<file path="src/rtl/vram_host_arbiter_pkg.sv">
// Shared types and constants for the VRAM host-port arbiter.
//   arb_owner_e       : which requester owns an access (CPU or DMA)
//   vram_req_t        : one host-port request bundle at the default bus widths
//   rdtag_t           : one stage of the read-return tag pipe
//   VRAM_ARB_STARVE_W : width of the DMA starvation counter
package vram_host_arbiter_pkg;

    localparam int VRAM_ARB_STARVE_W = 8;
    localparam int VRAM_ARB_ADDR_W   = 32;
    localparam int VRAM_ARB_DATA_W   = 32;

    typedef enum logic {
        ARB_CPU = 1'b0,
        ARB_DMA = 1'b1
    } arb_owner_e;

    typedef struct packed {
        logic                       we;
        logic [VRAM_ARB_ADDR_W-1:0] addr;
        logic [VRAM_ARB_DATA_W-1:0] wdata;
    } vram_req_t;

    typedef struct packed {
        logic       valid;
        arb_owner_e owner;
    } rdtag_t;

    // Saturating increment of the starvation counter: sticks at the limit.
    function automatic logic [VRAM_ARB_STARVE_W-1:0] starve_next(
        input logic [VRAM_ARB_STARVE_W-1:0] cnt,
        input logic [VRAM_ARB_STARVE_W-1:0] limit
    );
        if (cnt == limit) begin
            return cnt;
        end else begin
            return cnt + 8'd1;
        end
    endfunction

endpackage

</file>
<file path="src/rtl/vram_host_arbiter_if.sv">
// Bus bundle between the two requesters (CPU, DMA), the arbiter and the
// VRAM host port.
//   slave  : arbiter view (takes requests and mem_dout, drives grants,
//            read returns and the mem_* strobe)
//   master : environment view (requesters plus VRAM)
interface vram_host_arbiter_if #(
    parameter int ADDR_W = 32,
    parameter int DATA_W = 32
);
    logic              cpu_req;
    logic              cpu_we;
    logic [ADDR_W-1:0] cpu_addr;
    logic [DATA_W-1:0] cpu_wdata;
    logic              cpu_gnt;
    logic              cpu_rvalid;
    logic [DATA_W-1:0] cpu_rdata;

    logic              dma_req;
    logic              dma_we;
    logic [ADDR_W-1:0] dma_addr;
    logic [DATA_W-1:0] dma_wdata;
    logic              dma_gnt;
    logic              dma_rvalid;
    logic [DATA_W-1:0] dma_rdata;

    logic              mem_en;
    logic              mem_we;
    logic [ADDR_W-1:0] mem_addr;
    logic [DATA_W-1:0] mem_din;
    logic [DATA_W-1:0] mem_dout;

    modport slave (
        input  cpu_req, cpu_we, cpu_addr, cpu_wdata,
        output cpu_gnt, cpu_rvalid, cpu_rdata,
        input  dma_req, dma_we, dma_addr, dma_wdata,
        output dma_gnt, dma_rvalid, dma_rdata,
        output mem_en, mem_we, mem_addr, mem_din,
        input  mem_dout
    );

    modport master (
        output cpu_req, cpu_we, cpu_addr, cpu_wdata,
        input  cpu_gnt, cpu_rvalid, cpu_rdata,
        output dma_req, dma_we, dma_addr, dma_wdata,
        input  dma_gnt, dma_rvalid, dma_rdata,
        input  mem_en, mem_we, mem_addr, mem_din,
        output mem_dout
    );

endinterface

</file>
<file path="src/rtl/vram_host_arbiter_rdtag_pipe.sv">
// Read-return tag pipe: a shift register of {valid, owner} entries.
// A tag pushed in cycle N appears on the output in cycle N+DEPTH.
//   clk, rst          : clock, asynchronous active-high clear
//   i_valid, i_owner  : tag entering at grant time
//   o_valid, o_owner  : tag leaving the last stage
module vram_arb_rdtag_pipe
    import vram_host_arbiter_pkg::*;
#(
    parameter int DEPTH = 2
) (
    input  logic       clk,
    input  logic       rst,
    input  logic       i_valid,
    input  arb_owner_e i_owner,
    output logic       o_valid,
    output arb_owner_e o_owner
);

    rdtag_t [DEPTH-1:0] r_stage;

    // Shift tags one stage per cycle; reset drops every tag in flight.
    always_ff @(posedge clk or posedge rst) begin
        if (rst) begin
            r_stage <= '0;
        end else begin
            r_stage[0] <= '{valid: i_valid, owner: i_owner};
            for (int i = 1; i < DEPTH; i++) begin
                r_stage[i] <= r_stage[i-1];
            end
        end
    end

    assign o_valid = r_stage[DEPTH-1].valid;
    assign o_owner = r_stage[DEPTH-1].owner;

endmodule

</file>
<file path="src/rtl/vram_host_arbiter.sv">
// Shares the single VRAM host port between the CPU bus and the VRAM DMA
// engine. Fixed CPU priority; a starvation counter forces a DMA grant after
// STARVE_MAX waiting cycles. One access per cycle, registered onto mem_*.
// Read data is routed back to its issuer through a tag pipe of depth
// RD_LAT+1.
//   clk, rst : system clock, asynchronous active-high reset
//   vblank   : vertical-blank flag, only used with VRAM_ARB_VBLANK_GATE_EN
//   bus      : requester handshakes, read returns and the VRAM host port
// Optional feature: define VRAM_ARB_VBLANK_GATE_EN to only grant DMA while
// vblank=1 (the starvation counter also pauses while vblank=0).
module vram_host_arbiter
    import vram_host_arbiter_pkg::*;
#(
    parameter int ADDR_W     = 32,
    parameter int DATA_W     = 32,
    parameter int RD_LAT     = 1,
    parameter int STARVE_MAX = 8
) (
    input  logic                 clk,
    input  logic                 rst,
    input  logic                 vblank,
    vram_host_arbiter_if.slave   bus
);

    localparam logic [VRAM_ARB_STARVE_W-1:0] STARVE_LIM = VRAM_ARB_STARVE_W'(STARVE_MAX);

    logic                         w_dma_ok;
    logic                         w_cpu_gnt;
    logic                         w_dma_gnt;
    logic                         w_win_we;
    logic [ADDR_W-1:0]            w_win_addr;
    logic [DATA_W-1:0]            w_win_wdata;
    logic                         w_tag_in_valid;
    arb_owner_e                   w_tag_in_owner;
    logic                         w_tag_valid;
    arb_owner_e                   w_tag_owner;
    logic                         w_cpu_rvalid;
    logic                         w_dma_rvalid;

    logic [VRAM_ARB_STARVE_W-1:0] r_starve_cnt;
    logic                         r_mem_en;
    logic                         r_mem_we;
    logic [ADDR_W-1:0]            r_mem_addr;
    logic [DATA_W-1:0]            r_mem_din;
    logic [DATA_W-1:0]            r_cpu_rdata;
    logic [DATA_W-1:0]            r_dma_rdata;

`ifdef VRAM_ARB_VBLANK_GATE_EN
    assign w_dma_ok = vblank;
`else
    // vblank is ignored here; OR-ing keeps the port referenced.
    assign w_dma_ok = vblank | 1'b1;
`endif

    // Arbitration: CPU has priority unless DMA has starved to the limit.
    always_comb begin
        w_cpu_gnt = 1'b0;
        w_dma_gnt = 1'b0;
        if (rst) begin
            w_cpu_gnt = 1'b0;
            w_dma_gnt = 1'b0;
        end else if (bus.dma_req && w_dma_ok &&
                     (!bus.cpu_req || (r_starve_cnt == STARVE_LIM))) begin
            w_dma_gnt = 1'b1;
        end else if (bus.cpu_req) begin
            w_cpu_gnt = 1'b1;
        end else begin
            w_cpu_gnt = 1'b0;
            w_dma_gnt = 1'b0;
        end
    end

    // Select the winner's request and the tag for a read return.
    always_comb begin
        w_win_we       = bus.cpu_we;
        w_win_addr     = bus.cpu_addr;
        w_win_wdata    = bus.cpu_wdata;
        w_tag_in_owner = ARB_CPU;
        if (w_dma_gnt) begin
            w_win_we       = bus.dma_we;
            w_win_addr     = bus.dma_addr;
            w_win_wdata    = bus.dma_wdata;
            w_tag_in_owner = ARB_DMA;
        end else begin
            w_win_we       = bus.cpu_we;
            w_win_addr     = bus.cpu_addr;
            w_win_wdata    = bus.cpu_wdata;
            w_tag_in_owner = ARB_CPU;
        end
        w_tag_in_valid = (w_cpu_gnt || w_dma_gnt) && !w_win_we;
    end

    // Starvation counter: counts eligible DMA cycles lost to the CPU.
    always_ff @(posedge clk or posedge rst) begin
        if (rst) begin
            r_starve_cnt <= 8'd0;
        end else if (!bus.dma_req || w_dma_gnt) begin
            r_starve_cnt <= 8'd0;
        end else if (w_dma_ok) begin
            r_starve_cnt <= starve_next(r_starve_cnt, STARVE_LIM);
        end else begin
            r_starve_cnt <= r_starve_cnt;
        end
    end

    // Host-port issue register; address/data hold when nothing is granted.
    always_ff @(posedge clk or posedge rst) begin
        if (rst) begin
            r_mem_en   <= 1'b0;
            r_mem_we   <= 1'b0;
            r_mem_addr <= '0;
            r_mem_din  <= '0;
        end else if (w_cpu_gnt || w_dma_gnt) begin
            r_mem_en   <= 1'b1;
            r_mem_we   <= w_win_we;
            r_mem_addr <= w_win_addr;
            r_mem_din  <= w_win_wdata;
        end else begin
            r_mem_en   <= 1'b0;
            r_mem_we   <= 1'b0;
        end
    end

    vram_arb_rdtag_pipe #(
        .DEPTH (RD_LAT + 1)
    ) u_rdtag_pipe (
        .clk     (clk),
        .rst     (rst),
        .i_valid (w_tag_in_valid),
        .i_owner (w_tag_in_owner),
        .o_valid (w_tag_valid),
        .o_owner (w_tag_owner)
    );

    assign w_cpu_rvalid = w_tag_valid && (w_tag_owner == ARB_CPU);
    assign w_dma_rvalid = w_tag_valid && (w_tag_owner == ARB_DMA);

    // Remember the last returned word per requester so rdata holds between pulses.
    always_ff @(posedge clk or posedge rst) begin
        if (rst) begin
            r_cpu_rdata <= '0;
            r_dma_rdata <= '0;
        end else begin
            r_cpu_rdata <= w_cpu_rvalid ? bus.mem_dout : r_cpu_rdata;
            r_dma_rdata <= w_dma_rvalid ? bus.mem_dout : r_dma_rdata;
        end
    end

    // mem_dout is only valid in the return cycle itself, so it is passed
    // straight through then and the held copy is shown otherwise.
    assign bus.cpu_gnt    = w_cpu_gnt;
    assign bus.dma_gnt    = w_dma_gnt;
    assign bus.cpu_rvalid = w_cpu_rvalid;
    assign bus.dma_rvalid = w_dma_rvalid;
    assign bus.cpu_rdata  = w_cpu_rvalid ? bus.mem_dout : r_cpu_rdata;
    assign bus.dma_rdata  = w_dma_rvalid ? bus.mem_dout : r_dma_rdata;
    assign bus.mem_en     = r_mem_en;
    assign bus.mem_we     = r_mem_we;
    assign bus.mem_addr   = r_mem_addr;
    assign bus.mem_din    = r_mem_din;

endmodule

</file>
<file path="src/flat_wrapper.sv">
// flat-port wrapper written by rule: the top's interface ports become plain ports
module vram_host_arbiter_flat import vram_host_arbiter_pkg::*;
#(
    parameter int ADDR_W     = 32,
    parameter int DATA_W     = 32,
    parameter int RD_LAT     = 1,
    parameter int STARVE_MAX = 8
)
  (clk, rst, vblank, bus_cpu_req, bus_cpu_we, bus_cpu_addr, bus_cpu_wdata, bus_cpu_gnt, bus_cpu_rvalid, bus_cpu_rdata, bus_dma_req, bus_dma_we, bus_dma_addr, bus_dma_wdata, bus_dma_gnt, bus_dma_rvalid, bus_dma_rdata, bus_mem_en, bus_mem_we, bus_mem_addr, bus_mem_din, bus_mem_dout);
  vram_host_arbiter_if #(.ADDR_W(ADDR_W), .DATA_W(DATA_W)) bus_i ();
  input  logic clk;
  input  logic rst;
  input  logic vblank;
  input wire logic [$bits(bus_i.cpu_req)-1:0] bus_cpu_req;
  input wire logic [$bits(bus_i.cpu_we)-1:0] bus_cpu_we;
  input wire logic [$bits(bus_i.cpu_addr)-1:0] bus_cpu_addr;
  input wire logic [$bits(bus_i.cpu_wdata)-1:0] bus_cpu_wdata;
  output wire logic [$bits(bus_i.cpu_gnt)-1:0] bus_cpu_gnt;
  output wire logic [$bits(bus_i.cpu_rvalid)-1:0] bus_cpu_rvalid;
  output wire logic [$bits(bus_i.cpu_rdata)-1:0] bus_cpu_rdata;
  input wire logic [$bits(bus_i.dma_req)-1:0] bus_dma_req;
  input wire logic [$bits(bus_i.dma_we)-1:0] bus_dma_we;
  input wire logic [$bits(bus_i.dma_addr)-1:0] bus_dma_addr;
  input wire logic [$bits(bus_i.dma_wdata)-1:0] bus_dma_wdata;
  output wire logic [$bits(bus_i.dma_gnt)-1:0] bus_dma_gnt;
  output wire logic [$bits(bus_i.dma_rvalid)-1:0] bus_dma_rvalid;
  output wire logic [$bits(bus_i.dma_rdata)-1:0] bus_dma_rdata;
  output wire logic [$bits(bus_i.mem_en)-1:0] bus_mem_en;
  output wire logic [$bits(bus_i.mem_we)-1:0] bus_mem_we;
  output wire logic [$bits(bus_i.mem_addr)-1:0] bus_mem_addr;
  output wire logic [$bits(bus_i.mem_din)-1:0] bus_mem_din;
  input wire logic [$bits(bus_i.mem_dout)-1:0] bus_mem_dout;
  assign bus_i.cpu_req = bus_cpu_req;
  assign bus_i.cpu_we = bus_cpu_we;
  assign bus_i.cpu_addr = bus_cpu_addr;
  assign bus_i.cpu_wdata = bus_cpu_wdata;
  assign bus_cpu_gnt = bus_i.cpu_gnt;
  assign bus_cpu_rvalid = bus_i.cpu_rvalid;
  assign bus_cpu_rdata = bus_i.cpu_rdata;
  assign bus_i.dma_req = bus_dma_req;
  assign bus_i.dma_we = bus_dma_we;
  assign bus_i.dma_addr = bus_dma_addr;
  assign bus_i.dma_wdata = bus_dma_wdata;
  assign bus_dma_gnt = bus_i.dma_gnt;
  assign bus_dma_rvalid = bus_i.dma_rvalid;
  assign bus_dma_rdata = bus_i.dma_rdata;
  assign bus_mem_en = bus_i.mem_en;
  assign bus_mem_we = bus_i.mem_we;
  assign bus_mem_addr = bus_i.mem_addr;
  assign bus_mem_din = bus_i.mem_din;
  assign bus_i.mem_dout = bus_mem_dout;
  vram_host_arbiter #(.ADDR_W(ADDR_W), .DATA_W(DATA_W), .RD_LAT(RD_LAT), .STARVE_MAX(STARVE_MAX)) u_core (.clk(clk), .rst(rst), .vblank(vblank), .bus(bus_i));
endmodule
</file>
<file path="config.mk">
export PLATFORM = sky130hd
export DESIGN_NAME = vram_host_arbiter_flat
export DESIGN_NICKNAME = d
export VERILOG_FILES = /design/src/rtl/vram_host_arbiter_pkg.sv /design/src/rtl/vram_host_arbiter_if.sv /design/src/rtl/vram_host_arbiter_rdtag_pipe.sv /design/src/rtl/vram_host_arbiter.sv /design/src/flat_wrapper.sv
export SDC_FILE = /design/constraint.sdc
export NUM_CORES = 1
export LEC_CHECK = 0
export CORE_MARGIN = 4
export CORE_UTILIZATION = 37
export CTS_CLUSTER_SIZE = 30
export DETAILED_ROUTE_END_ITERATION = 16
export HOLD_SLACK_MARGIN = 0.05
export PLACE_DENSITY = 0.78
export SLEW_MARGIN = 15
export SYNTH_ARGS = -nofsm -noshare
export SYNTH_HDL_FRONTEND = slang
export SYNTH_HIERARCHICAL = 1
export SYNTH_SLANG_ARGS = --single-unit
export TNS_END_PERCENT = 10
</file>
<file path="constraint.sdc">
create_clock -name clk -period 5.9 [get_ports clk]
set_input_delay 0.885 -clock clk [delete_from_list [all_inputs] [get_ports clk]]
set_output_delay 0.885 -clock clk [all_outputs]
set_load 0.01 [all_outputs]
</file>
After elaboration in Yosys (flattened, before gate mapping)
Cells that the tools add are included.

word-level totals
  bits of input ports = 167
  flip-flop bits (word level) = 142
  word-level logic and storage cells = 40

cells by class
  reductions and logical operators = 10
  equality and inequality tests = 2
  muxes and demuxes = 15
  bitwise gates (word level) = 1
  $add $sub $neg = 1

operator list
  kind                   count
  $mux W32               4
  $mux W8                2
  $mux W1                9
  $add A8 B1 Y8 const B  1
  $eq A8 B4 Y1 const B   1
  $logic_and A1 B1 Y1    4
  $logic_not A1 Y1       3
  $logic_or A1 B1 Y1     3
  $ne A2 B1 Y1 const B   1
  $not A1 Y1             1

Logic depth before layout (Yosys ltp)
Gate-level depths: netlist of run 1.

  depth in word-level cells = 8
  gate-level depth with buffers = 8
  depth with buffers taken out = 6

Modules after synthesis
Netlist of run 1, hierarchy kept.

modules (own cells, without submodules)
  module               cells an instance  area each (um^2)  seq. area each (um^2)  instances
  vram_host_arbiter    553                5911.9            3453.3                 1
  vram_arb_rdtag_pipe  5                  103.8             100.1                  1

Worst setup path before layout of run 1
Ideal clock, no wire load.

  path kind = input -> output
  start = input rst
  end = output bus_cpu_gnt
  setup slack = -0.050 ns
  data required time = 5.015 ns
  arrival time = 5.065 ns
  cell stages on the path = 4
  cell sequence = inv_1 nand2_1 clkbuf_1 a21oi_1

on the way
  word-level cells in the longest chain between the ends = 1

ends and longest elaborated chain
  what             RTL line                 text
  start, declared  flat_wrapper.sv:12       input logic rst;
  $mux W1          vram_host_arbiter.sv:59  if (rst) begin
  end, declared    flat_wrapper.sv:18       output wire logic [$bits(bus_i.cpu_gnt)-1:0] bus_cpu_gnt;

No other way between the ends.

Worst setup path after layout of run 1
  start = input rst
  end = output bus_dma_gnt

on the way
  word-level cells in the longest chain between the ends = 1

ends and longest elaborated chain
  what           RTL line                 text
  $mux W1        vram_host_arbiter.sv:59
  end, declared  flat_wrapper.sv:25       output wire logic [$bits(bus_i.dma_gnt)-1:0] bus_dma_gnt;

No other way between the ends.

==> qor.txt, run 1 <==
Status - finished clean
Post-route worst setup slack - 2.10 ns
Pre-CTS setup slack - 2.05 ns
Fill cell count - 1286
Hold Worst Slack - 0.349 ns
Endpoints failing setup - 0
Mapped Nets - 727
Cells after Synth - 558
Port-buffer cells - 299
Critical Path Slowest Stage Cell - clkdlybuf4s50_1
Routed WL - 19300 um
Largest net degree at the start of global routing - 84
Gr usage total - 20.3%
DRT Pass-1 Iters - 4
Worst path cell trace - clkdlybuf4s50_1 -> clkinvlp_4 -> nand2_2 -> or2_2 -> inv_1 -> clkdlybuf4s50_1
Total gr overflow - 0
Leakage power - 4.06 nW
Final setup TNS - 0 ns
Area grow syn2layout - 62.8%
Worst reg-to-reg path cell count - 7
Core area - 15900 um^2
Register Area - 3550 um^2
Setup slack, reg-to-reg - 3.66 ns
RSZ-0062 raised after global routing - no
Most common cell after layout, fill and taps aside - clkdlybuf4s50_1
Seq/Total Area, Yosys - 59.1%
Final worst-path cycle share - 64.4%
Area post-placement - 9170 um^2
Number of buffers added for setup after CTS - 0
Final instance area - 9800 um^2
HP Start - u_core/u_rdtag_pipe/r_stage[0]
Crit path buf inv count - 4
Drt via density - 5.01
Tot Pwr - 3.19 mW
Final GP Congestion - 0.774
First-pass GRT wire length - 29200 um
Routed via count - 5382
Layout cells sized above 1 - 13.2%
Diode count - 0
1st-iter DRT viols - 253
Row cnt - 46
Num CTS Buffers - 17
Worst path most repeated cell - clkdlybuf4s50_1
Post-CTS resize count - 0
Hold Crit Depth - 0
Max Fclk - 263 MHz
Max-cap violations - 0
Chip height - 136 um
Slew headroom - 29.4%
Fin nets - 1014
Worst EP required - 5.02 ns
HP Class - reg2reg
Multi-input logic area - 2250 um^2
TritonCTS clock tree - done
Crit path depth - 6
Most frequent cells in the layout - 299 x clkdlybuf4s50_1, 142 x dfrtp_1, 132 x nand2_1
Post-synth EDFFs - 0
Hold Vio Cnt, Final - 0
Worst Path Arrival - 2.92 ns
CP startpoint - rst
Initial antenna violation count - 0
DP HPWL - 13500 um
Asr flop ratio synth - 100%
Placed insts - 1041
Cell family with most CP delay - buffers and inverters
Clock Skew - 0.00882 ns
Crit. End Element - primary output
Hold Buf Count CTS - 0
Post-Route Utilization - 61.7%
Worst R2R Start - u_core/r_starve_cnt[0]
Synth Flop Type - dfrtp_1
Syn avg cell area - 10.8 um^2
I/O pins - 301
Max Buffers Root-to-Sink - 2
Number of distinct library cells after synthesis - 30
CTS root buffer - clkbuf_16
Slew Limit Fails - 0
CTS HTree Levels - 4
Initial core utilization - 37.9%
Vias in the first global route - 5461
Worst slew pin tran - 1.06 ns
Die area - 18400 um^2
Ys Warns - 6
Flops & latches, synth - 142
Routed Antenna Nets - 0
Die width - 136 um
Mapped Area - 6020 um^2
CP max FO - 23
Non-Filler Instances - 1074
Maximum vdd drop - 0.188 mV
Setup Crit Path Kind - in2out
WL per Instance - 17.9 um
CTS sink cnt - 142
CP Launch Type - input port
Worst skew pair latency - 0.41 ns
Slowest stage delay, CP - 0.66 ns
Min Tclk post-route - 3.80 ns
Clk slew on worst S/H paths - 0.06 ns
Pwr dens - 326 nW/um^2
Remaining DRCs - 0
-- cell usage after synthesis (all sizes together), types with 2 or more instances --
cell type | n | share of area, %
dfrtp | 142 | 59
nand2 | 134 | 8.4
mux2 | 64 | 12
nor3 | 63 | 5.2
a31oi | 62 | 6.4
clkbuf | 27 | 1.7
buf | 14 | 1.7
nor2 | 11 | 0.69
inv | 8 | 0.50
nand3 | 5 | 0.42
a21oi | 3 | 0.25
xnor2 | 3 | 0.44
xor2 | 3 | 0.44
a22oi | 2 | 0.25
ha | 2 | 0.42
mux2i | 2 | 0.33
nand2b | 2 | 0.21
-- final timing paths --
kind	endpoint
setup / recovery	bus_dma_gnt
hold / removal	u_core/u_rdtag_pipe/o_owner
setup reg to reg	u_core/r_starve_cnt[0]
hold reg to reg	u_core/u_rdtag_pipe/o_owner
max in group asynchronous	u_core/bus.mem_din[21]
min in group asynchronous	u_core/u_rdtag_pipe/r_stage[0]
-- where the power goes --
group	switching, mW	leakage (nW)	internal, mW
combinational	0.366	2.09	0.524
sequential	0.0675	1.69	1.15
clock	0.440	0.287	0.644
total	0.874	4.06	2.32
-- routing by layer --
metal	vias up	wire [um]	GRT usage, %
met5	-	0	0
met4	0	240	5.99
met3	20	1970	7.43
met2	267	9330	33.3
met1	2584	7710	25.1
li1	2511	-	-
-- logic make-up after synthesis --
logic type | share of synthesized area, %
compound gates | 7.42
xor+xnor | 0.874
fa+ha+maj | 0.416
buf+inv | 3.85
flops | 59.1
mux | 12.3
simple gates | 16.1
-- state kept, by name, indices dropped and copies added (netlist names) --
name                         count
u_core/r_dma_rdata              32
u_core/u_rdtag_pipe/o_valid      1
u_core/bus.mem_addr             32
u_core/bus.mem_we                1
u_core/r_starve_cnt              8
u_core/bus.mem_en                1
u_core/u_rdtag_pipe/r_stage      2
u_core/bus.mem_din              32
u_core/r_cpu_rdata              32
u_core/u_rdtag_pipe/o_owner      1
-- cell type report --
class,count,share of cell area (%)
Multi-Input combinational cell,367,23.0
Timing Repair Buffer,309,31.5
Tap cell,216,2.76
Clock buffer,19,4.52
Inverter,8,0.345
Sequential cell,142,36.3
Clock inverter,13,1.56
Note: power is estimated with default switching activity, not from simulation.
==> run 2: changes to the inputs <==
--- a/config.mk
+++ b/config.mk
@@ -6,11 +6,11 @@
 export NUM_CORES = 1
 export LEC_CHECK = 0
 export CORE_MARGIN = 4
-export CORE_UTILIZATION = 37
+export CORE_UTILIZATION = 40
 export CTS_CLUSTER_SIZE = 30
 export DETAILED_ROUTE_END_ITERATION = 16
 export HOLD_SLACK_MARGIN = 0.05
-export PLACE_DENSITY = 0.78
+export PLACE_DENSITY = 0.8
 export SLEW_MARGIN = 15
 export SYNTH_ARGS = -nofsm -noshare
 export SYNTH_HDL_FRONTEND = slang
==> constraint.sdc (replaced) <==
create_clock -name clk -period 3.5 [get_ports clk]
set_input_delay 0.525 -clock clk [delete_from_list [all_inputs] [get_ports clk]]
set_output_delay 0.525 -clock clk [all_outputs]
set_load 0.01 [all_outputs]
==> qor.txt, run 2 (synthesis gave the netlist of run 1 again) <==
Status - finished clean
Pwr dens - 559 nW/um^2
Die area - 17100 um^2
Slew Limit Fails - 0
Vias in the first global route - 5460
TritonCTS clock tree - done
Register Area - 3550 um^2
I/O pins - 301
Routed via count - 5414
Worst R2R End - u_core/r_starve_cnt[6]
CP max FO - 4
Worst Path Arrival - 2.45 ns
First-pass GRT wire length - 29100 um
Initial antenna violation count - 0
Drt via density - 5.21
Num CTS Buffers - 17
RSZ-0062 raised after global routing - no
Core area - 14600 um^2
Setup Crit Path Kind - reg2out
Hold Buf Count CTS - 0
Port-buffer cells - 299
1st-iter DRT viols - 267
Clk slew on worst S/H paths - 0.06 ns
Hold Worst Slack - 0.344 ns
Largest net degree at the start of global routing - 77
Initial core utilization - 41.1%
Placed insts - 1010
Clock Skew - 0.00714 ns
Max-cap violations - 0
Chip height - 131 um
Non-Filler Instances - 1040
Pre-CTS setup slack - 0.476 ns
Routed Antenna Nets - 0
Area grow syn2layout - 62.6%
Tot Pwr - 5.47 mW
HP Class - reg2reg
Slowest stage delay, CP - 0.58 ns
Row cnt - 44
Total gr overflow - 0
Worst reg-to-reg path cell count - 7
Area post-placement - 9150 um^2
Setup slack, reg-to-reg - 1.19 ns
WL per Instance - 18.7 um
Most common cell after layout, fill and taps aside - clkdlybuf4s50_1
Final GP Congestion - 0.772
Crit. End Element - primary output
Cell family with most CP delay - buffers and inverters
Max Buffers Root-to-Sink - 2
Fill cell count - 1116
Worst slew pin tran - 0.934 ns
Max Fclk - 336 MHz
CP Launch Type - flop
Diode count - 0
Remaining DRCs - 0
Critical Path Slowest Stage Cell - clkdlybuf4s50_1
DP HPWL - 13400 um
Hold Crit Depth - 0
Worst Hold End - u_core/u_rdtag_pipe/o_owner
Worst path cell trace - inv_1 -> ha_1 -> nor4b_4 -> a21boi_4 -> or2_2 -> inv_4 -> clkdlybuf4s50_1
Post-route worst setup slack - 0.524 ns
Endpoints failing setup - 0
Slew headroom - 37.7%
Multi-input logic area - 2270 um^2
CTS root buffer - clkbuf_16
Final worst-path cycle share - 85.0%
Post-Route Utilization - 66.8%
Routed WL - 19400 um
Die width - 131 um
Final instance area - 9780 um^2
Maximum vdd drop - 0.318 mV
Leakage power - 4.07 nW
Worst R2R Start - u_core/r_starve_cnt[0]
Fin nets - 1014
Final setup TNS - 0 ns
HP Start - u_core/u_rdtag_pipe/r_stage[0]
Most frequent cells in the layout - 299 x clkdlybuf4s50_1, 142 x dfrtp_1, 132 x nand2_1
Crit path buf inv count - 3
Hold Vio Cnt, Final - 0
Worst EP required - 2.97 ns
Gr usage total - 22.1%
CTS HTree Levels - 4
Worst skew pair latency - 0.41 ns
Layout cells sized above 1 - 13.2%
Min Tclk post-route - 2.98 ns
DRT Pass-1 Iters - 4
Number of buffers added for setup after CTS - 0
Post-CTS resize count - 0
CTS sink cnt - 142
-- run 2: final cells by class --
type | count | share of cell area, %
flip-flops and latches | 142 | 36.3
inverters | 8 | 0.371
clock buffers | 21 | 4.81
multi-input cells | 367 | 23.2
clock inverters | 9 | 1.62
repair buffers | 309 | 31.4
well taps | 184 | 2.35
-- run 2: worst max path at each step --
stage / endpoint / depth (start not counted) / from
after floorplan: bus_cpu_gnt / 4 / rst
after global placement: u_core/r_cpu_rdata[18] / 4 / rst
after detailed placement: u_core/r_dma_rdata[27] / 4 / rst
after CTS: bus_dma_gnt / 7 / u_core/r_starve_cnt[0]
after global routing: bus_dma_gnt / 7 / u_core/r_starve_cnt[1]
final: bus_dma_gnt / 7 / u_core/r_starve_cnt[0]
-- run 2: routing by layer --
metal  share of wire (%)  track usage [%]  wire length, um  up-vias
met3                  10             8.50             2030       20
met2                  48             36.6             9390      256
li1                    -                -                -     2504
met5                   0                0                0        -
met1                  40             26.9             7780     2634
met4                 1.2             6.78              241        0
-- run 2: power breakdown --
part	internal (mW)	switching, mW
combinational	0.880	0.625
clock	1.25	0.674
sequential	1.94	0.108
total	4.06	1.41
-- run 2: worst reg2reg max path, stage by stage (launching register included) --
cell and delay, ns:
dfrtp_1 0.42, inv_1 0.08, ha_1 0.15, nor4b_4 0.35, a21boi_4 0.09, buf_4 0.35
o21ai_1 0.60, nor2_1 0.13
==> patch 1: new RTL, config.mk and constraints of run 2 <==
`RD_LAT` is set to 1 in 2 places; all go to 2. Comments in the files are not updated.
--- a/src/rtl/vram_host_arbiter.sv
+++ b/src/rtl/vram_host_arbiter.sv
@@ -14,5 +14,5 @@
     parameter int ADDR_W     = 32,
     parameter int DATA_W     = 32,
-    parameter int RD_LAT     = 1,
+    parameter int RD_LAT     = 2,
     parameter int STARVE_MAX = 8
 ) (
--- a/src/flat_wrapper.sv
+++ b/src/flat_wrapper.sv
@@ -4,5 +4,5 @@
     parameter int ADDR_W     = 32,
     parameter int DATA_W     = 32,
-    parameter int RD_LAT     = 1,
+    parameter int RD_LAT     = 2,
     parameter int STARVE_MAX = 8
 )
Behaviour: not the same (Yosys sat finds a counterexample within 4 cycles, from zero or initial values and one cycle with rst high).
==> patch 1 against run 2 <==
  * Final area is 0.82% higher
  * First-iteration DRC count up 7.9%
  * Sequential share of layout area increased by 0.21 points
  * Maximum frequency shrank 2.4%
  * Via count up 0.20%
  * Critical path type unchanged
  * Area after synthesis grew 0.83%
  * Routed wire length is 1.8% higher
  * Sequential cell count up 2
  * Total power grew 2.3%
  * Setup slack lost 0.072 ns
==> patch 1: results (changes against run 2) <==
Status:
- The run finished with clean final reports.

Power:
- The worst-case vdd ir drop is 0.0003220 V (+1.3%).
- The leakage power of the design came to 4.112 nW (+0.95%).

Synthesis:
- The number of nets in the synthesized netlist is 729 (+0.28%).
- By count the netlist is led by 144 x sky130_fd_sc_hd__dfrtp_1, 134 x sky130_fd_sc_hd__nand2_1, 64 x sky130_fd_sc_hd__mux2_2.
- The share of synthesized area occupied by flip-flops and latches is 0.5941 (+0.003377).
- Yosys attributes the largest share of cell area to sky130_fd_sc_hd__dfrtp_1 59%, sky130_fd_sc_hd__mux2_2 12%, sky130_fd_sc_hd__nand2_1 8.3%.
- The synthesized netlist cell count is 560 (+0.36%).

Timing:
- The clock tree skew after final layout is 0.008385 ns (+0.001241 ns).
- The slew at the pin closest to its max-slew limit is 0.7945 ns (-0.1399 ns).

Detailed routing:
- The detail-routed net length per standard cell came to 18.99 µm (+1.6%).
- The DRC violation total after the first TritonRoute iteration is 288 (+7.9%).
- The average via count per standard cell is 5.206 (about the same).

Critical path:
- The critical path's largest stage delay is 0.51 ns (-0.07 ns).
- The worst endpoint data arrival time is 2.52 ns (+0.07 ns).
- For this design, the slowest cell found on the critical path is sky130_fd_sc_hd__clkdlybuf4s50_1.

CTS:
- The number of H-tree branching levels came to 4 (unchanged).
- The clock slew seen by the registers of the worst setup and hold paths is 0.06 ns (about the same).

Global routing:
- The wire length of the first global-routing pass came to 30770 µm (+5.8%).
- The total global routing track utilization is 0.2258 (+0.004626).
- The via count of the first global-routing pass is 5668 (+3.8%).
- The initial antenna violation count is 0 (unchanged).
- The maximum number of pins on one net before global-route repair is 140 (+82%).

Place:
- The detailed placement HPWL is 13270 µm (-1.2%).
- The weighted congestion at the end of routability-driven global placement is 0.7687 (-0.48%).
- The post-placement worst setup slack is 0.6047 ns (+0.1284 ns).
- The number of port buffers is 299 (unchanged).
- The post-place instance area was 9209 µm² (+0.60%).

Layout:
- The total inserted antenna cells is 0 (unchanged).
- The number of cells in the finished layout apart from fillers was 1042 (+0.19%).
- The share of post-route cells with drive strength above 1 came to 0.1294 (-0.002639).
[patch 1: report_power, final]
group          switching, mW  internal [mW]
combinational          0.621          0.881
sequential             0.114           1.96
clock                  0.691           1.32
total                   1.43           4.17
[patch 1: critical path: cells and delay by family, from the launching register on]
family / cells / cell delay [ns]
buffers and inverters: 2 / 0.59
adders and majority gates: 1 / 0.15
AOI/OAI and AO/OA: 1 / 0.09
DFF: 1 / 0.42
and+or+nand+nor: 3 / 0.85
[patch 1: final timing paths]
check | endpoint | slack [ns] | cells after the start | start
max | bus_cpu_gnt | 0.45 | 7 | u_core/r_starve_cnt[0]$_DFFE_PP0P_
min | u_core/u_rdtag_pipe/o_owner$_DFF_PP0_ | 0.35 | 0 | u_core/u_rdtag_pipe/r_stage[2]$_DFF_PP0_
max reg2reg | u_core/r_starve_cnt[4]$_DFFE_PP0P_ | 1.26 | 7 | u_core/r_starve_cnt[0]$_DFFE_PP0P_
min reg2reg | u_core/u_rdtag_pipe/o_owner$_DFF_PP0_ | 0.35 | 0 | u_core/u_rdtag_pipe/r_stage[2]$_DFF_PP0_
max in group asynchronous | u_core/bus.mem_din[17]$_DFFE_PP0P_ | 2.01 | 3 | rst
min in group asynchronous | u_core/u_rdtag_pipe/r_stage[0]$_DFF_PP0_ | 0.59 | 2 | rst
[patch 1: logic make-up after synthesis]
group / synth area share
and+or+nand+nor: 0.1592
adders and majority gates: 0.004125
xor gates and xnor gates: 0.008665
DFF: 0.5941
muxes: 0.1221
buffers and inverters: 0.03816
AOI/OAI and AO/OA: 0.07364
[patch 1: layout make-up]
cell class                 instances  area (µm²)
fill                            1152        4836
clock buffer                      23       478.0
multi-input combinational        367        2266
inverter                           8       36.28
sequential                       144        3603
clock inverter                     8       176.4
tap                              184       230.2
timing repair buffer             308        3073
[patch 1: per-layer routing]
metal  part of all wire  track usage  routed length (µm)
met2               0.48       0.3776                9436
met5                  0            0                   0
met3              0.096      0.09174                1892
met1               0.40       0.2663                8008
met4              0.023      0.07526                 449
==> patch 2: new RTL, flow settings as in run 2 <==
Without the edit above. Make the reset (`rst`) synchronous in 4 clocked blocks. Comments in the files are not updated.
--- a/src/rtl/vram_host_arbiter_rdtag_pipe.sv
+++ b/src/rtl/vram_host_arbiter_rdtag_pipe.sv
@@ -20,5 +20,5 @@
 
     // Shift tags one stage per cycle; reset drops every tag in flight.
-    always_ff @(posedge clk or posedge rst) begin
+    always_ff @(posedge clk) begin
         if (rst) begin
             r_stage <= '0;
--- a/src/rtl/vram_host_arbiter.sv
+++ b/src/rtl/vram_host_arbiter.sv
@@ -92,5 +92,5 @@
 
     // Starvation counter: counts eligible DMA cycles lost to the CPU.
-    always_ff @(posedge clk or posedge rst) begin
+    always_ff @(posedge clk) begin
         if (rst) begin
             r_starve_cnt <= 8'd0;
@@ -105,5 +105,5 @@
 
     // Host-port issue register; address/data hold when nothing is granted.
-    always_ff @(posedge clk or posedge rst) begin
+    always_ff @(posedge clk) begin
         if (rst) begin
             r_mem_en   <= 1'b0;
@@ -137,5 +137,5 @@
 
     // Remember the last returned word per requester so rdata holds between pulses.
-    always_ff @(posedge clk or posedge rst) begin
+    always_ff @(posedge clk) begin
         if (rst) begin
             r_cpu_rdata <= '0;
Behaviour: differs if rst is asserted again (counterexample within 4 cycles, from zero or initial values and one cycle with rst high); with rst held inactive, the same outputs for 4 cycles.
==> patch 2 against run 2 <==
  * Worst hold slack improved by 0.090 ns
  * Largest cell class is now multi-input gates
  * Final area increased by 7.3%
  * Setup slack got worse by 0.076 ns
  * Global-route usage decreased by 1.3 points
  * Total power decreased by 19%
  * Sequential share of layout area decreased by 9.2 points
  * Final cell count increased by 4.0%
  * Register-to-register slack improved by 0.36 ns
  * Sequential cell count unchanged
  * Area after synthesis increased by 12%
  * Routed wire length increased by 5.9%
  * First-iteration DRC count decreased by 13%
==> patch 2: results (changes against run 2) <==
Power:
- The worst-case vdd ir drop is 0.0003084 V (-3.0%).
- The leakage power of the design is 4.048 nW (-0.62%).
- The share of total power consumed by net switching is 0.2348 (-0.02234).

Min path:
- The number of cells on the worst hold path is 1 (+1).

Global routing:
- The total global routing track utilization is 0.2084 (-0.01277).
- The met2 usage was 0.3484 (-0.01725).
- The via count of the first global-routing pass is 6095 (+12%).
- The wire length of the first global-routing pass is 32490 µm (+12%).
- The met3 demand-to-capacity share in global routing is 0.08218 (-0.002777).
- The maximum number of pins on one net before global-route repair is 79 (+2.6%).
- The initial antenna violation count is 1 (+1).
- The met1 track utilization from global routing came to 0.2449 (-0.02428).

Timing:
- The clock tree skew after final layout is 0.009939 ns (+0.002795 ns).
- The slew at the pin closest to its max-slew limit was 0.7696 ns (-0.1648 ns).

Detailed routing:
- The first-pass iteration count of the detailed router is 5 (+1).
- The DRC violation total after the first TritonRoute iteration is 233 (-13%).
- The final routed wirelength across all metal layers came to 20580 µm (+5.9%).
- The routed length on met1 came to 8536 µm (+9.8%).
- The total via count in the routed design came to 5885 (+8.7%).
- The total met2 wirelength after detailed routing is 9812 µm (+4.4%).
- The met3 wirelength from detailed routing is 1775 µm (-12%).

Layout:
- The final net count is 1017 (+0.30%).
- The fill cell total of the finished layout came to 1344 (+20%).
- The share of post-route cells with drive strength above 1 is 0.3508 (+0.2187).

Synthesis:
- The share of async-settable or async-resettable flops after synthesis is 0 (-1.000).
- The share of synthesized area occupied by flip-flops and latches is 0.4201 (-0.1706).
- The most used flip-flop cell after synthesis is sky130_fd_sc_hd__dfxtp_1.
- The share of the synthesized area in compound gates (AO/OA/AOI/OAI) is 0.2265 (+0.1523).
- The number of nets in the synthesized netlist is 745 (+2.5%).
- The count of distinct cell types in the synthesized netlist is 34 (+13%).
- The synthesized-area fraction occupied by xor and xnor cells is 0.003883 (-0.004852).
- The area share of fa/ha/maj cells after synthesis is 0.003698 (-0.0004615).
- By count the netlist is led by 142 x sky130_fd_sc_hd__dfxtp_1, 128 x sky130_fd_sc_hd__mux2_2, 124 x sky130_fd_sc_hd__o221a_2.
- The mux cell area share after synthesis is 0.2130 (+0.08989).

Critical path:
- The maximum fanout encountered on the critical timing path is 6 (+2).
- The worst endpoint data arrival time came to 2.53 ns (+0.08 ns).
- The depth of the most critical reg-to-reg path is 6 (-1).

Place:
- The post-place instance area is 9853 µm² (+7.6%).

Status:
- The run finished with clean final reports.
[patch 2: cell types whose count changed after synthesis, sizes merged, moves of 4 or more]
| cell | run 2 | this run |
|---|---|---|
| dfxtp | 0 | 142 |
| nor2 | 11 | 7 |
| clkbuf | 27 | 37 |
| mux2 | 64 | 128 |
| nor3 | 63 | 1 |
| dfrtp | 142 | 0 |
| and2 | 0 | 64 |
| nand2 | 134 | 3 |
| buf | 14 | 19 |
| a31oi | 62 | 0 |
| nor2b | 1 | 5 |
| o221a | 0 | 128 |
[patch 2: final cells by class]
cell class / instances / area share
flip-flops and latches: 142 / 0.2707
multi-input cells: 370 / 0.3449
well taps: 220 / 0.02622
diodes: 1 / 0.0002383
clock inverters: 14 / 0.01954
inverters: 8 / 0.002979
repair buffers: 309 / 0.2936
clock buffers: 18 / 0.04183
[patch 2: power by group through the flow]
stage	Clock [mW]	Combinational, mW	Sequential [mW]
after floorplan	0	0.309	1.78
after global placement	0	0.743	1.76
after detailed placement	0	0.757	1.76
after CTS	2.01	0.758	1.73
after global routing	2.08	0.804	1.73
final	1.96	0.753	1.73
[patch 2: per-stage QoR]
| step | std cells | setup WS [ns] | utilization | hold slack, ns |
|---|---|---|---|---|
| after CTS | 1081 | 0.4217 | 0.6330 | 0.4408 |
| after floorplan | 576 | 1.388 | - | 0.4138 |
| after global routing | 1082 | 0.2085 | 0.6332 | 0.4490 |
| after detailed placement | 1049 | 0.8788 | 0.5942 | 0.4266 |
| after global placement | 1049 | 0.9035 | 0.5942 | 0.4162 |
| final | 1082 | 0.4481 | 0.6332 | 0.4348 |
[patch 2: worst max-delay path: stages (launching register included)]
cell                              delay, ns
sky130_fd_sc_hd__dfxtp_1               0.36
sky130_fd_sc_hd__inv_1                 0.07
sky130_fd_sc_hd__ha_1                  0.14
sky130_fd_sc_hd__nor4b_1               0.39
sky130_fd_sc_hd__a21boi_0              0.28
sky130_fd_sc_hd__nor3_1                0.25
sky130_fd_sc_hd__clkdlybuf4s50_1       0.63
[patch 2: worst paths after layout]
check / start / endpoint / slack, ns
worst min-delay path: u_core/u_rdtag_pipe/r_stage[1]$_SDFF_PP0_ / u_core/u_rdtag_pipe/o_valid$_SDFF_PP0_ / 0.43
worst max-delay path: u_core/r_starve_cnt[0]$_SDFFE_PP0N_ / bus_dma_gnt / 0.45
worst max register to register: u_core/r_starve_cnt[0]$_SDFFE_PP0N_ / u_core/bus.mem_addr[19]$_SDFFE_PP0P_ / 1.55
worst min register to register: u_core/u_rdtag_pipe/r_stage[1]$_SDFF_PP0_ / u_core/u_rdtag_pipe/o_valid$_SDFF_PP0_ / 0.43
